===== config.mk =====
export PLATFORM = sky130hd
export DESIGN_NAME = game_controller_flat
export DESIGN_NICKNAME = d
export VERILOG_FILES = /design/src/rtl/game_controller_if.sv /design/src/rtl/game_controller.sv /design/src/flat_wrapper.sv
export SDC_FILE = /design/constraint.sdc
export NUM_CORES = 1
export LEC_CHECK = 0
export ABC_AREA = 1
export BUFFER_PORTS_ARGS = -buffer_cell sky130_fd_sc_hd__buf_2
export CORE_MARGIN = 2
export CORE_UTILIZATION = 42
export CTS_CLUSTER_SIZE = 25
export DETAILED_ROUTE_END_ITERATION = 12
export PLACE_DENSITY_LB_ADDON = 0.25
export REMOVE_ABC_BUFFERS = 1
export SYNTH_ARGS = -nofsm -noshare
export SYNTH_HDL_FRONTEND = slang
export SYNTH_SLANG_ARGS = --single-unit

===== constraint.sdc =====
create_clock -name clk -period 2.45 [get_ports clk]
set_clock_uncertainty 0.05 [all_clocks]
set_input_delay 0.245 -clock clk [delete_from_list [all_inputs] [get_ports clk]]
set_output_delay 0.245 -clock clk [all_outputs]
set_load 0.005 [all_outputs]

===== src/rtl/game_controller_if.sv =====
// Signal bundle between the game turn sequencer and its environment
// (buttons, time base, feedback block, history store).
interface game_controller_if;
  logic       btn_start;
  logic       btn_submit;
  logic       btn_mode;
  logic       tick;
  logic       fb_valid;
  logic [2:0] fb_exact;
  logic       mode;
  logic       store;
  logic       hist_clr;
  logic [3:0] turn;
  logic       busy;
  logic       win;
  logic       lose;
  logic       fb_err;

  modport master (
    output btn_start, btn_submit, btn_mode, tick, fb_valid, fb_exact,
    input  mode, store, hist_clr, turn, busy, win, lose, fb_err
  );

  modport slave (
    input  btn_start, btn_submit, btn_mode, tick, fb_valid, fb_exact,
    output mode, store, hist_clr, turn, busy, win, lose, fb_err
  );
endinterface


===== src/rtl/game_controller.sv =====
// Turn sequencer for the code-breaking game: game FSM, history strobes, win/lose decision.
// Optional per-turn auto-submit timer is built when TURN_TIMER_EN is defined.
module game_controller #(
  parameter int NUM_TURNS  = 8,
  parameter int NUM_PEGS   = 4,
  parameter int FB_TIMEOUT = 15,
  parameter int TURN_TICKS = 30
) (
  input logic              clk,
  input logic              reset,
  game_controller_if.slave gc
);

  localparam int FCW = $clog2(FB_TIMEOUT + 1);
  localparam logic [3:0]     MAX_TURN = 4'(NUM_TURNS);
  localparam logic [2:0]     SOLVED   = 3'(NUM_PEGS);
  localparam logic [FCW-1:0] FB_LAST  = FCW'(FB_TIMEOUT - 1);
  localparam logic [FCW-1:0] FB_SAT   = FCW'(FB_TIMEOUT);

  typedef enum logic [2:0] {
    S_IDLE, S_GUESS, S_STORE, S_WAIT_FB, S_HIST, S_WIN, S_LOSE
  } state_t;

  state_t         state_r, state_next_s;
  logic [3:0]     turn_r;
  logic [FCW-1:0] fb_cnt_r;
  logic           mode_r, store_r, hist_clr_r, busy_r, win_r, lose_r, fb_err_r;
  logic           timeout_s, submit_s, timer_fire_s, timer_hist_s;

`ifdef TURN_TIMER_EN
  localparam int TW = $clog2(TURN_TICKS + 1);
  logic [TW-1:0] timer_r;
  logic          timer_load_s;

  // Expiry in GUESS (including a timer already at 0 after leaving HIST) acts as a submit.
  assign timer_fire_s = (timer_r == TW'(0)) || (gc.tick && timer_r == TW'(1));
  assign timer_hist_s = gc.tick && (timer_r == TW'(1));
  assign timer_load_s = gc.btn_start ||
                        (state_next_s == S_GUESS && state_r != S_GUESS && state_r != S_HIST);

  // Per-turn countdown; HIST returns keep the remaining time.
  always_ff @(posedge clk) begin
    if (reset) begin
      timer_r <= '0;
    end else if (timer_load_s) begin
      timer_r <= TW'(TURN_TICKS);
    end else if (gc.tick && timer_r != TW'(0) && (state_r == S_GUESS || state_r == S_HIST)) begin
      timer_r <= timer_r - TW'(1);
    end else begin
      timer_r <= timer_r;
    end
  end
`else
  logic unused_timer_s;
  assign timer_fire_s   = 1'b0;
  assign timer_hist_s   = 1'b0;
  assign unused_timer_s = ^{gc.tick, (TURN_TICKS > 32'sd0)};
`endif

  assign submit_s = gc.btn_submit || timer_fire_s;

  // Next-state decode; start overrides everything, including a pending feedback result.
  always_comb begin
    state_next_s = state_r;
    timeout_s    = 1'b0;
    if (gc.btn_start) begin
      state_next_s = S_GUESS;
    end else begin
      case (state_r)
        S_IDLE:  state_next_s = S_IDLE;
        S_GUESS: begin
          if (submit_s && turn_r < MAX_TURN) begin
            state_next_s = S_STORE;
          end else if (!submit_s && gc.btn_mode && turn_r != 4'd0) begin
            state_next_s = S_HIST;
          end else begin
            state_next_s = S_GUESS;
          end
        end
        S_STORE: state_next_s = S_WAIT_FB;
        S_WAIT_FB: begin
          if (gc.fb_valid) begin
            if (gc.fb_exact == SOLVED) begin
              state_next_s = S_WIN;
            end else if (turn_r == MAX_TURN) begin
              state_next_s = S_LOSE;
            end else begin
              state_next_s = S_GUESS;
            end
          end else if (fb_cnt_r == FB_LAST) begin
            timeout_s    = 1'b1;
            state_next_s = (turn_r == MAX_TURN) ? S_LOSE : S_GUESS;
          end else begin
            state_next_s = S_WAIT_FB;
          end
        end
        S_HIST: begin
          if (gc.btn_mode || timer_hist_s) begin
            state_next_s = S_GUESS;
          end else begin
            state_next_s = S_HIST;
          end
        end
        S_WIN:   state_next_s = S_WIN;
        S_LOSE:  state_next_s = S_LOSE;
        default: state_next_s = S_IDLE;
      endcase
    end
  end

  // State, counters and outputs; outputs decode the next state so they line up with it.
  always_ff @(posedge clk) begin
    if (reset) begin
      state_r    <= S_IDLE;
      turn_r     <= '0;
      fb_cnt_r   <= '0;
      mode_r     <= 1'b0;
      store_r    <= 1'b0;
      hist_clr_r <= 1'b0;
      busy_r     <= 1'b0;
      win_r      <= 1'b0;
      lose_r     <= 1'b0;
      fb_err_r   <= 1'b0;
    end else begin
      state_r    <= state_next_s;
      mode_r     <= (state_next_s == S_HIST) || (state_next_s == S_WIN) || (state_next_s == S_LOSE);
      store_r    <= (state_next_s == S_STORE);
      busy_r     <= (state_next_s == S_STORE) || (state_next_s == S_WAIT_FB);
      win_r      <= (state_next_s == S_WIN);
      lose_r     <= (state_next_s == S_LOSE);
      hist_clr_r <= gc.btn_start;

      if (gc.btn_start) begin
        turn_r <= '0;
      end else if (state_r == S_STORE && turn_r < MAX_TURN) begin
        turn_r <= turn_r + 4'd1;
      end else begin
        turn_r <= turn_r;
      end

      if (gc.btn_start || state_r == S_STORE) begin
        fb_cnt_r <= '0;
      end else if (state_r == S_WAIT_FB && fb_cnt_r != FB_SAT) begin
        fb_cnt_r <= fb_cnt_r + FCW'(1);
      end else begin
        fb_cnt_r <= fb_cnt_r;
      end

      if (gc.btn_start) begin
        fb_err_r <= 1'b0;
      end else if (timeout_s) begin
        fb_err_r <= 1'b1;
      end else begin
        fb_err_r <= fb_err_r;
      end
    end
  end

  assign gc.mode     = mode_r;
  assign gc.store    = store_r;
  assign gc.hist_clr = hist_clr_r;
  assign gc.turn     = turn_r;
  assign gc.busy     = busy_r;
  assign gc.win      = win_r;
  assign gc.lose     = lose_r;
  assign gc.fb_err   = fb_err_r;

endmodule


===== src/flat_wrapper.sv =====
// flat-port wrapper written by rule: the top's interface ports become plain ports
module game_controller_flat 
#(
  parameter int NUM_TURNS  = 8,
  parameter int NUM_PEGS   = 4,
  parameter int FB_TIMEOUT = 15,
  parameter int TURN_TICKS = 30
)
  (clk, reset, gc_btn_start, gc_btn_submit, gc_btn_mode, gc_tick, gc_fb_valid, gc_fb_exact, gc_mode, gc_store, gc_hist_clr, gc_turn, gc_busy, gc_win, gc_lose, gc_fb_err);
  game_controller_if gc_i ();
  input logic clk;
  input logic reset;
  input wire logic [$bits(gc_i.btn_start)-1:0] gc_btn_start;
  input wire logic [$bits(gc_i.btn_submit)-1:0] gc_btn_submit;
  input wire logic [$bits(gc_i.btn_mode)-1:0] gc_btn_mode;
  input wire logic [$bits(gc_i.tick)-1:0] gc_tick;
  input wire logic [$bits(gc_i.fb_valid)-1:0] gc_fb_valid;
  input wire logic [$bits(gc_i.fb_exact)-1:0] gc_fb_exact;
  output wire logic [$bits(gc_i.mode)-1:0] gc_mode;
  output wire logic [$bits(gc_i.store)-1:0] gc_store;
  output wire logic [$bits(gc_i.hist_clr)-1:0] gc_hist_clr;
  output wire logic [$bits(gc_i.turn)-1:0] gc_turn;
  output wire logic [$bits(gc_i.busy)-1:0] gc_busy;
  output wire logic [$bits(gc_i.win)-1:0] gc_win;
  output wire logic [$bits(gc_i.lose)-1:0] gc_lose;
  output wire logic [$bits(gc_i.fb_err)-1:0] gc_fb_err;
  assign gc_i.btn_start = gc_btn_start;
  assign gc_i.btn_submit = gc_btn_submit;
  assign gc_i.btn_mode = gc_btn_mode;
  assign gc_i.tick = gc_tick;
  assign gc_i.fb_valid = gc_fb_valid;
  assign gc_i.fb_exact = gc_fb_exact;
  assign gc_mode = gc_i.mode;
  assign gc_store = gc_i.store;
  assign gc_hist_clr = gc_i.hist_clr;
  assign gc_turn = gc_i.turn;
  assign gc_busy = gc_i.busy;
  assign gc_win = gc_i.win;
  assign gc_lose = gc_i.lose;
  assign gc_fb_err = gc_i.fb_err;
  game_controller #(.NUM_TURNS(NUM_TURNS), .NUM_PEGS(NUM_PEGS), .FB_TIMEOUT(FB_TIMEOUT), .TURN_TICKS(TURN_TICKS)) u_core (.clk(clk), .reset(reset), .gc(gc_i));
endmodule

# Yosys cells after proc, flatten, opt, wreduce, memory -nomap -nowiden
# Index checks and enable logic that the tools add are counted.
# op_classes
addsub	2
n_lt_le_gt_ge	1
eq_ne	15
mux	13
reduce_logical	13
# op_table
cell	count
$mux 3	8
$eq 3x3->1 const B	7
$pmux 3 s6	1
$eq 3x2->1 const B	4
$add 4x1->4 const B	2
$eq 4x4->1 const B	2
$logic_and 1x1->1	5
$logic_or 1x1->1	4
$lt 4x4->1 const B	1
$mux 1	4
$ne 4x4->1 const B	1
$reduce_bool 4->1	1
$reduce_or 2->1	2
$eq 3x1->1 const B	1
$logic_not 1->1	1
# word_totals
reg_bits	18
in_bits	10
output_inout_bits	11
word_cells	54

# Logic depth before layout (Yosys ltp)
# Gate-level depths: netlist of the first run.
# depth
depth_word	10
ltp_mapped	10

# Worst setup path before layout of the first run
# No wires, ideal clock.
# synth_path
path_type	flip-flop to flip-flop
startpoint	register u_core.turn_r[0], in the netlist u_core.gc.turn[0]
endpoint	register u_core.win_r, in the netlist u_core.gc.win
setup_ns	0.112
arrival_ns	1.207
setup_slack_ns	1.082
stages_incl_launch_ff	10
n_path_buf	0
synth_period_minus_slack_ns	1.368
cell_sequence	dfxtp_1 inv_1 ha_1 nand2_1 nor2_2 nand2_1 nand3_1 nand3_1 nand2_1 nor2_1
# synth_via
elab_chain_len	7
word_cells_on_any_way	14
classes_between	order compare (1); eq/ne (2); mux (8); reduce/logical (3)
# synth_lines
element	line	source
start, declared	game_controller.sv:25	logic [3:0] turn_r;
start signal, assigned	game_controller.sv:136	turn_r <= turn_r + 4'd1;
start signal, assigned	game_controller.sv:138	turn_r <= turn_r;
$eq 4x4->1 / $reduce_bool 4->1 (equally long branches)	game_controller.sv:85, game_controller.sv:92, game_controller.sv:74	
$mux 3 / $logic_and 1x1->1 (equally long branches)	game_controller.sv:85, game_controller.sv:92, game_controller.sv:74	
$mux 3, on equally long branches	game_controller.sv:90, game_controller.sv:74, game_controller.sv:83	
$mux 3, on equally long branches	game_controller.sv:82, game_controller.sv:72	
$pmux 3 s6 (*)	game_controller.sv:69	case (state_r)
$mux 3 (*)	game_controller.sv:66	if (gc.btn_start) begin
$eq 3x3->1 (*)	game_controller.sv:129	win_r <= (state_next_s == S_WIN);
end signal, assigned	game_controller.sv:129	
end, declared	game_controller.sv:27	logic mode_r, store_r, hist_clr_r, busy_r, win_r, lose_r, fb_err_r;
# Every way passes the cells marked *; elsewhere a longest branch is shown, timed or not.
# A chain may end at the register's enable or synchronous reset.

# Worst setup path in the final report of the first run
# layout_path
startpoint	register u_core.turn_r[0], in the netlist u_core.gc.turn[0]
endpoint	register u_core.store_r, in the netlist u_core.gc.store
# layout_via
elab_chain_len	7
word_cells_on_any_way	14
classes_between	order compare (1); eq/ne (2); mux (8); reduce/logical (3)
# layout_lines
element	line	source
$eq 4x4->1 / $reduce_bool 4->1 (equally long branches)	game_controller.sv:85, game_controller.sv:92, game_controller.sv:74	
$mux 3 / $logic_and 1x1->1 (equally long branches)	game_controller.sv:85, game_controller.sv:92, game_controller.sv:74	
$mux 3, on equally long branches	game_controller.sv:90, game_controller.sv:74, game_controller.sv:83	
$mux 3, on equally long branches	game_controller.sv:82, game_controller.sv:72	
$pmux 3 s6 (*)	game_controller.sv:69	
$mux 3 (*)	game_controller.sv:66	
$eq 3x2->1 (*)	game_controller.sv:127	store_r <= (state_next_s == S_STORE);
end signal, assigned	game_controller.sv:127	
end, declared	game_controller.sv:27	
# Marked as above.

==> impl_metrics.yaml, run 1 <==
status:
  outcome: "complete, no violations"
logic_synthesis:
  synth_top_family_by_area: "simple AND/OR/NAND/NOR gates"
  yosysSeqAreaShare_pct: 35.8
  synth-warning-count: 0
  synth-edff-count: 0
  ys_ff_latch: 18
  synth_ff_type: "dfxtp_1"
  yosysTopAreaCell: "dfxtp_1"
  synthTopCellsByArea: "dfxtp_1, nand2_1, nor2_1"
  avgSynthCellArea_um2: 6.33
  post_synth_fa_ha_maj_area_fraction_pct: 4.97
  synth_simple_gate_area_share_pct: 39.4
  ys_types: 20
  syn_area_um2: 1010
  netlist_instances: 159
  synth_top_area_share_pct: 35.8
  synth_xor_area_share_pct: 0.870
  ys_async_sr_fraction_pct: 0
  synthMuxAreaShare_pct: 0
  synth_compound_area_share_pct: 8.20
sta:
  fin_setup_tns_ns: 0
  finalCritPeriodShare_pct: 64.3
  setup_violations: 0
  hold_slack_ns: 0.105
  worstMarginPinSlew_ns: 0.277
  rsz0062_at_grt: "false"
  fmax_ghz: 0.635
  slew_violations: 0
  relSlewSlack_pct: 81.5
  min_period_ns: 1.57
  hold_viol: 0
clock_tree:
  hold_buffers: 0
  clkLatencyLatePin_ns: 0.29
  root_buffer: "clkbuf_4"
  ctsResizeCount: 0
  cts_max_path_buffers: 2
  clk_pin_slew_ns: 0.10
  cts_buffers: 3
  cts.htree.levels: 1
  post_cts_buffers: 0
  cts_tree: "built"
  clock-sinks: 18
drt:
  drtIter0Drc: 25
  postRouteAntennaNets: 0
  num_vias: 995
  drt-wirelength-per-cell_um: 9.73
  firstDrtPassIters: 5
  via_per_inst: 4.74
  drc: 0
  wl_um: 2040
critical_path:
  startpoint_type: "flop"
  cp.required_ns: 2.63
  cp-end-kind: "flop"
  crit_type: "reg2reg"
  arrival_ns: 1.76
  cp_max_fo: 5
final_layout:
  n_antenna_cell: 0
  fillers: 235
  synthToLayoutAreaGrowth_pct: 16.5
  final_area_um2: 1170
  drive_gt1_share_pct: 17.6
  finalNetCount: 197
  layout_common_cells: "nor2_1, nand2_1, inv_1"
grt:
  grt_first_pass_wirelength_um: 3550
  grt_pass1_vias: 911
  antenna_found_initial: 0
  grt-ovfl-total: 0
  grt_max_degree: 11
  track_usage_pct: 17.3
floorplan:
  core-area_um2: 2230
  die_h_um: 53.0
  num_io_pins: 21
  die_w_um: 53.0
  die_area_um2: 2810
  rows: 17
  start_util_pct: 45.1
pwr:
  p_per_area_nw_per_um2: 441
  switching_share_pct: 22.8
  max-vdd-ir-drop_uv: 298
  power_frac_comb_pct: 7.6
  switching_power_mw: 0.118
  design_power_total_mw: 0.518
  clkPwrFrac_pct: 35.0
  power.share.sequential_pct: 57.4
  p_int_mw: 0.400
  leakage_nw: 0.600
job:
  cap_violations: 0
placed_design:
  place_area_um2: 1140
  portBuffers: 19
  dp_hpwl_um: 1650
  place.gp.congestion: 0.841
hold_path:
  hold_path.class: "in2reg"
-- power by group through the flow --
| stage | clock network (mW) | registers [mW] | logic (mW) |
|---|---|---|---|
| global route | 0.203 | 0.298 | 0.0453 |
| floorplan | 0 | 0.304 | 0.0237 |
| global placement | 0 | 0.304 | 0.0384 |
| detailed placement | 0 | 0.304 | 0.0392 |
| finish | 0.181 | 0.297 | 0.0394 |
| CTS | 0.189 | 0.298 | 0.0393 |
-- sequential cells by signal (all words and copies together), names as in the netlist --
signal and flops:
u_core.gc.fb_err 1, u_core.gc.busy 1, u_core.gc.store 1, u_core.gc.hist_clr 1, u_core.state_r 3, u_core.gc.win 1
u_core.gc.lose 1, u_core.gc.turn 4, u_core.gc.mode 1, u_core.fb_cnt_r 4
-- worst max-delay path: stages (launching register included) --
cell and delay, ns:
dfxtp_1 0.34, inv_1 0.11, ha_1 0.23, nand2_1 0.08, nor2_2 0.18, nand2_1 0.10
nand2_1 0.07, nand3_1 0.07, nand2_1 0.09, nand3_1 0.10, nor2_1 0.09
-- cell usage after synthesis, types with 2 or more instances --
cell / n
nor2_1: 33
o21ai_0: 3
dfxtp_1: 18
nor3_1: 2
inv_1: 28
nand3_1: 16
nor2_2: 4
nand2_1: 33
ha_1: 4
a21oi_1: 8
-- stage by stage --
| stage | std cells | setup slack, ns | util (%) |
|---|---|---|---|
| 5_1_grt | 210 | 0.667 | 52.5 |
| 3_5_place_dp | 206 | 0.917 | 50.9 |
| 4_1_cts | 210 | 0.870 | 52.5 |
| 3_3_place_gp | 206 | 0.958 | 50.9 |
| 6_report | 210 | 0.876 | 52.5 |
| 2_1_floorplan | 159 | 1.08 | - |
-- cells by family (layout without fill, tap and decap cells) --
kind of cell    Yosys count  after routing
simple gates             92             92
xor+xnor                  1              1
compound gates           15             15
fa+ha+maj                 4              4
flops                    18             18
buf+inv                  29             52
-- final timing paths --
check | startpoint | end | slack (ns) | depth (start not counted)
hold / removal | gc_btn_start | u_core.gc.mode | 0.10 | 2
setup reg to reg | u_core.gc.turn[0] | u_core.gc.store | 0.88 | 10
setup / recovery | u_core.gc.turn[0] | u_core.gc.store | 0.88 | 10
hold reg to reg | u_core.gc.fb_err | u_core.gc.fb_err | 0.43 | 2
-- metal layers --
| layer | vias to the layer above | global-route usage (%) | share of wire, % |
|---|---|---|---|
| met5 | - | 0 | 0 |
| met4 | 0 | 7.69 | 1.0 |
| met3 | 2 | 3.39 | 3.4 |
| met2 | 18 | 30.4 | 49 |
| met1 | 431 | 20.1 | 46 |
| li1 | 544 | - | - |
-- layout make-up --
type                       count  area (um^2)  area share [%]
inverter                      29          109            9.27
clock buffer                   4         36.3            3.09
tap                           28         35.0            2.99
sequential                    18          360            30.7
timing repair buffer          19         95.1            8.10
multi-input combinational    112          538            45.8
(Power assumes the default switching activity.)
==> run 2, diff against run 1 <==
clock period = 1.47 ns   (was 2.45 ns; I/O delays follow)
==> run 2 against run 1 <==
Total power rose by 71%. Wire length grew 9.1%. Utilization up 6.6 points. Hold slack got worse by 0.088 ns. Highest routed layer unchanged. Largest cell class unchanged. Sequential share of layout area is 2.8 points lower. Register-to-register slack lost 0.86 ns. Setup slack lost 0.86 ns. Via count up 4.8%. Final cell count rose by 3.8%.
==> impl_metrics.yaml, run 2 (synthesized netlist as in run 1, its figures left out) <==
drt:
  num_vias: 1043
  top_layer: "met4"
  firstDrtPassIters: 4
  drc: 0
  drt-wirelength-per-cell_um: 10.2
  via_per_inst: 4.78
  wl_um: 2230
  route.met2.wl_um: 1100
  m1WireLength_um: 978
  dr_wl_met3_um: 84
  drtIter0Drc: 36
  postRouteAntennaNets: 0
hold_path:
  hp-start: "reset"
  hold_path.class: "in2reg"
final_layout:
  final_common_cell: "nor2_1"
  finalNetCount: 205
  final_area_um2: 1320
  synthToLayoutAreaGrowth_pct: 31.1
  drive_gt1_share_pct: 32.6
  layout_common_cells: "nor2_1, nand2_1, inv_1"
  n_antenna_cell: 0
floorplan:
  start_util_pct: 45.1
  die_w_um: 53.0
  rows: 17
  core-area_um2: 2230
  die_area_um2: 2810
  die_h_um: 53.0
  num_io_pins: 21
critical_path:
  crit_type: "reg2reg"
  startpoint_type: "flop"
  cp.required_ns: 1.66
  arrival_ns: 1.64
  critPathLaunch: "u_core.gc.turn[1]"
  cp-end-kind: "flop"
  timing.rr.start: "u_core.gc.turn[1]"
  cp_max_fo: 4
grt:
  grt_max_degree: 11
  grt_first_pass_wirelength_um: 3620
  grt-ovfl-total: 0
  track_usage_pct: 17.6
  antenna_found_initial: 0
  grt_pass1_vias: 932
status:
  outcome: "complete, no violations"
pwr:
  switching_power_mw: 0.213
  power.share.sequential_pct: 56.1
  p_per_area_nw_per_um2: 670
  switching_share_pct: 24.1
  p_int_mw: 0.672
  power_frac_comb_pct: 8.6
  max-vdd-ir-drop_uv: 479
  clkPwrFrac_pct: 35.3
  leakage_nw: 0.650
sta:
  setup_violations: 0
  worstMarginPinSlew_ns: 0.256
  slew_violations: 0
  fin_setup_tns_ns: 0
  min_period_ns: 1.45
  hold_viol: 0
  rsz0062_at_grt: "true"
  fmax_ghz: 0.689
  relSlewSlack_pct: 82.9
  finalCritPeriodShare_pct: 98.8
clock_tree:
  cts.htree.levels: 1
  root_buffer: "clkbuf_4"
  clock-sinks: 18
  clkLatencyLatePin_ns: 0.30
  cts_max_path_buffers: 2
  cts_tree: "built"
  clk_pin_slew_ns: 0.11
  cts_buffers: 3
job:
  cap_violations: 0
placed_design:
  place_area_um2: 1170
  portBuffers: 19
  dp_hpwl_um: 1690
  place.gp.congestion: 0.842
run 2: cell count changes in the layout (fill, tap and decap cells not counted), sizes merged:
cell         previous run  this run
buf                    19        26
dlygate4sd3             0         1
run 2: timing repair:
action,4_1_cts,5_1_grt
gates resized for setup,3,24
setup buffers,0,3
hold buffers,1,0
setup endpoints to repair,4,10
endpoints found under the hold margin,2,0
pin swaps,1,7
run 2: final cells by class:
class	instances	area, um^2
well taps	28	35.0
inverters	29	109
fillers	200	913
flip-flops and latches	18	368
clock buffers	4	36.3
multi-input cells	112	611
repair buffers	27	161
run 2: per-stage QoR:
stage	util, %	cells	setup WS, ns	hold WS (ns)	total power [mW]
after CTS	55.1	215	0.00303	0.00771	0.878
after global placement	52.3	210	0.0330	0.313	0.571
after floorplan	-	159	0.102	0.169	0.546
after global routing	59.1	218	-0.0568	0.0137	0.929
final	59.1	218	0.0180	0.0169	0.885
after detailed placement	52.3	210	-0.0153	0.312	0.573
run 2: path summary, 6_finish.rpt:
path	endpoint	slack (ns)	depth (start not counted)
max	u_core.gc.lose	0.02	11
min	u_core.state_r[2]	0.02	2
max reg2reg	u_core.gc.lose	0.02	11
min reg2reg	u_core.gc.fb_err	0.44	2
run 2: power groups by stage:
| stage | sequential (mW) | clock, mW | combinational (mW) |
|---|---|---|---|
| 5_1_grt | 0.498 | 0.345 | 0.0865 |
| 3_3_place_gp | 0.507 | 0 | 0.0644 |
| 3_5_place_dp | 0.507 | 0 | 0.0653 |
| 4_1_cts | 0.496 | 0.314 | 0.0680 |
| 2_1_floorplan | 0.507 | 0 | 0.0394 |
| 6_report | 0.496 | 0.312 | 0.0758 |
run 2: worst max-delay path, stage by stage (launching register included):
cell and delay [ns]:
dfxtp_2 0.34, inv_2 0.07, ha_4 0.15, nand2_2 0.06, nor2_4 0.14, buf_6 0.13
nand2_2 0.06, nand2_1 0.07, nand2_1 0.05, nand2_1 0.07, nand3_1 0.07, nor2_1 0.10
run 2: metal layers:
metal,vias up,track usage [%]
li1,556,-
met1,458,21.8
met2,21,27.7
met3,8,3.39
met4,0,11.1
met5,-,0
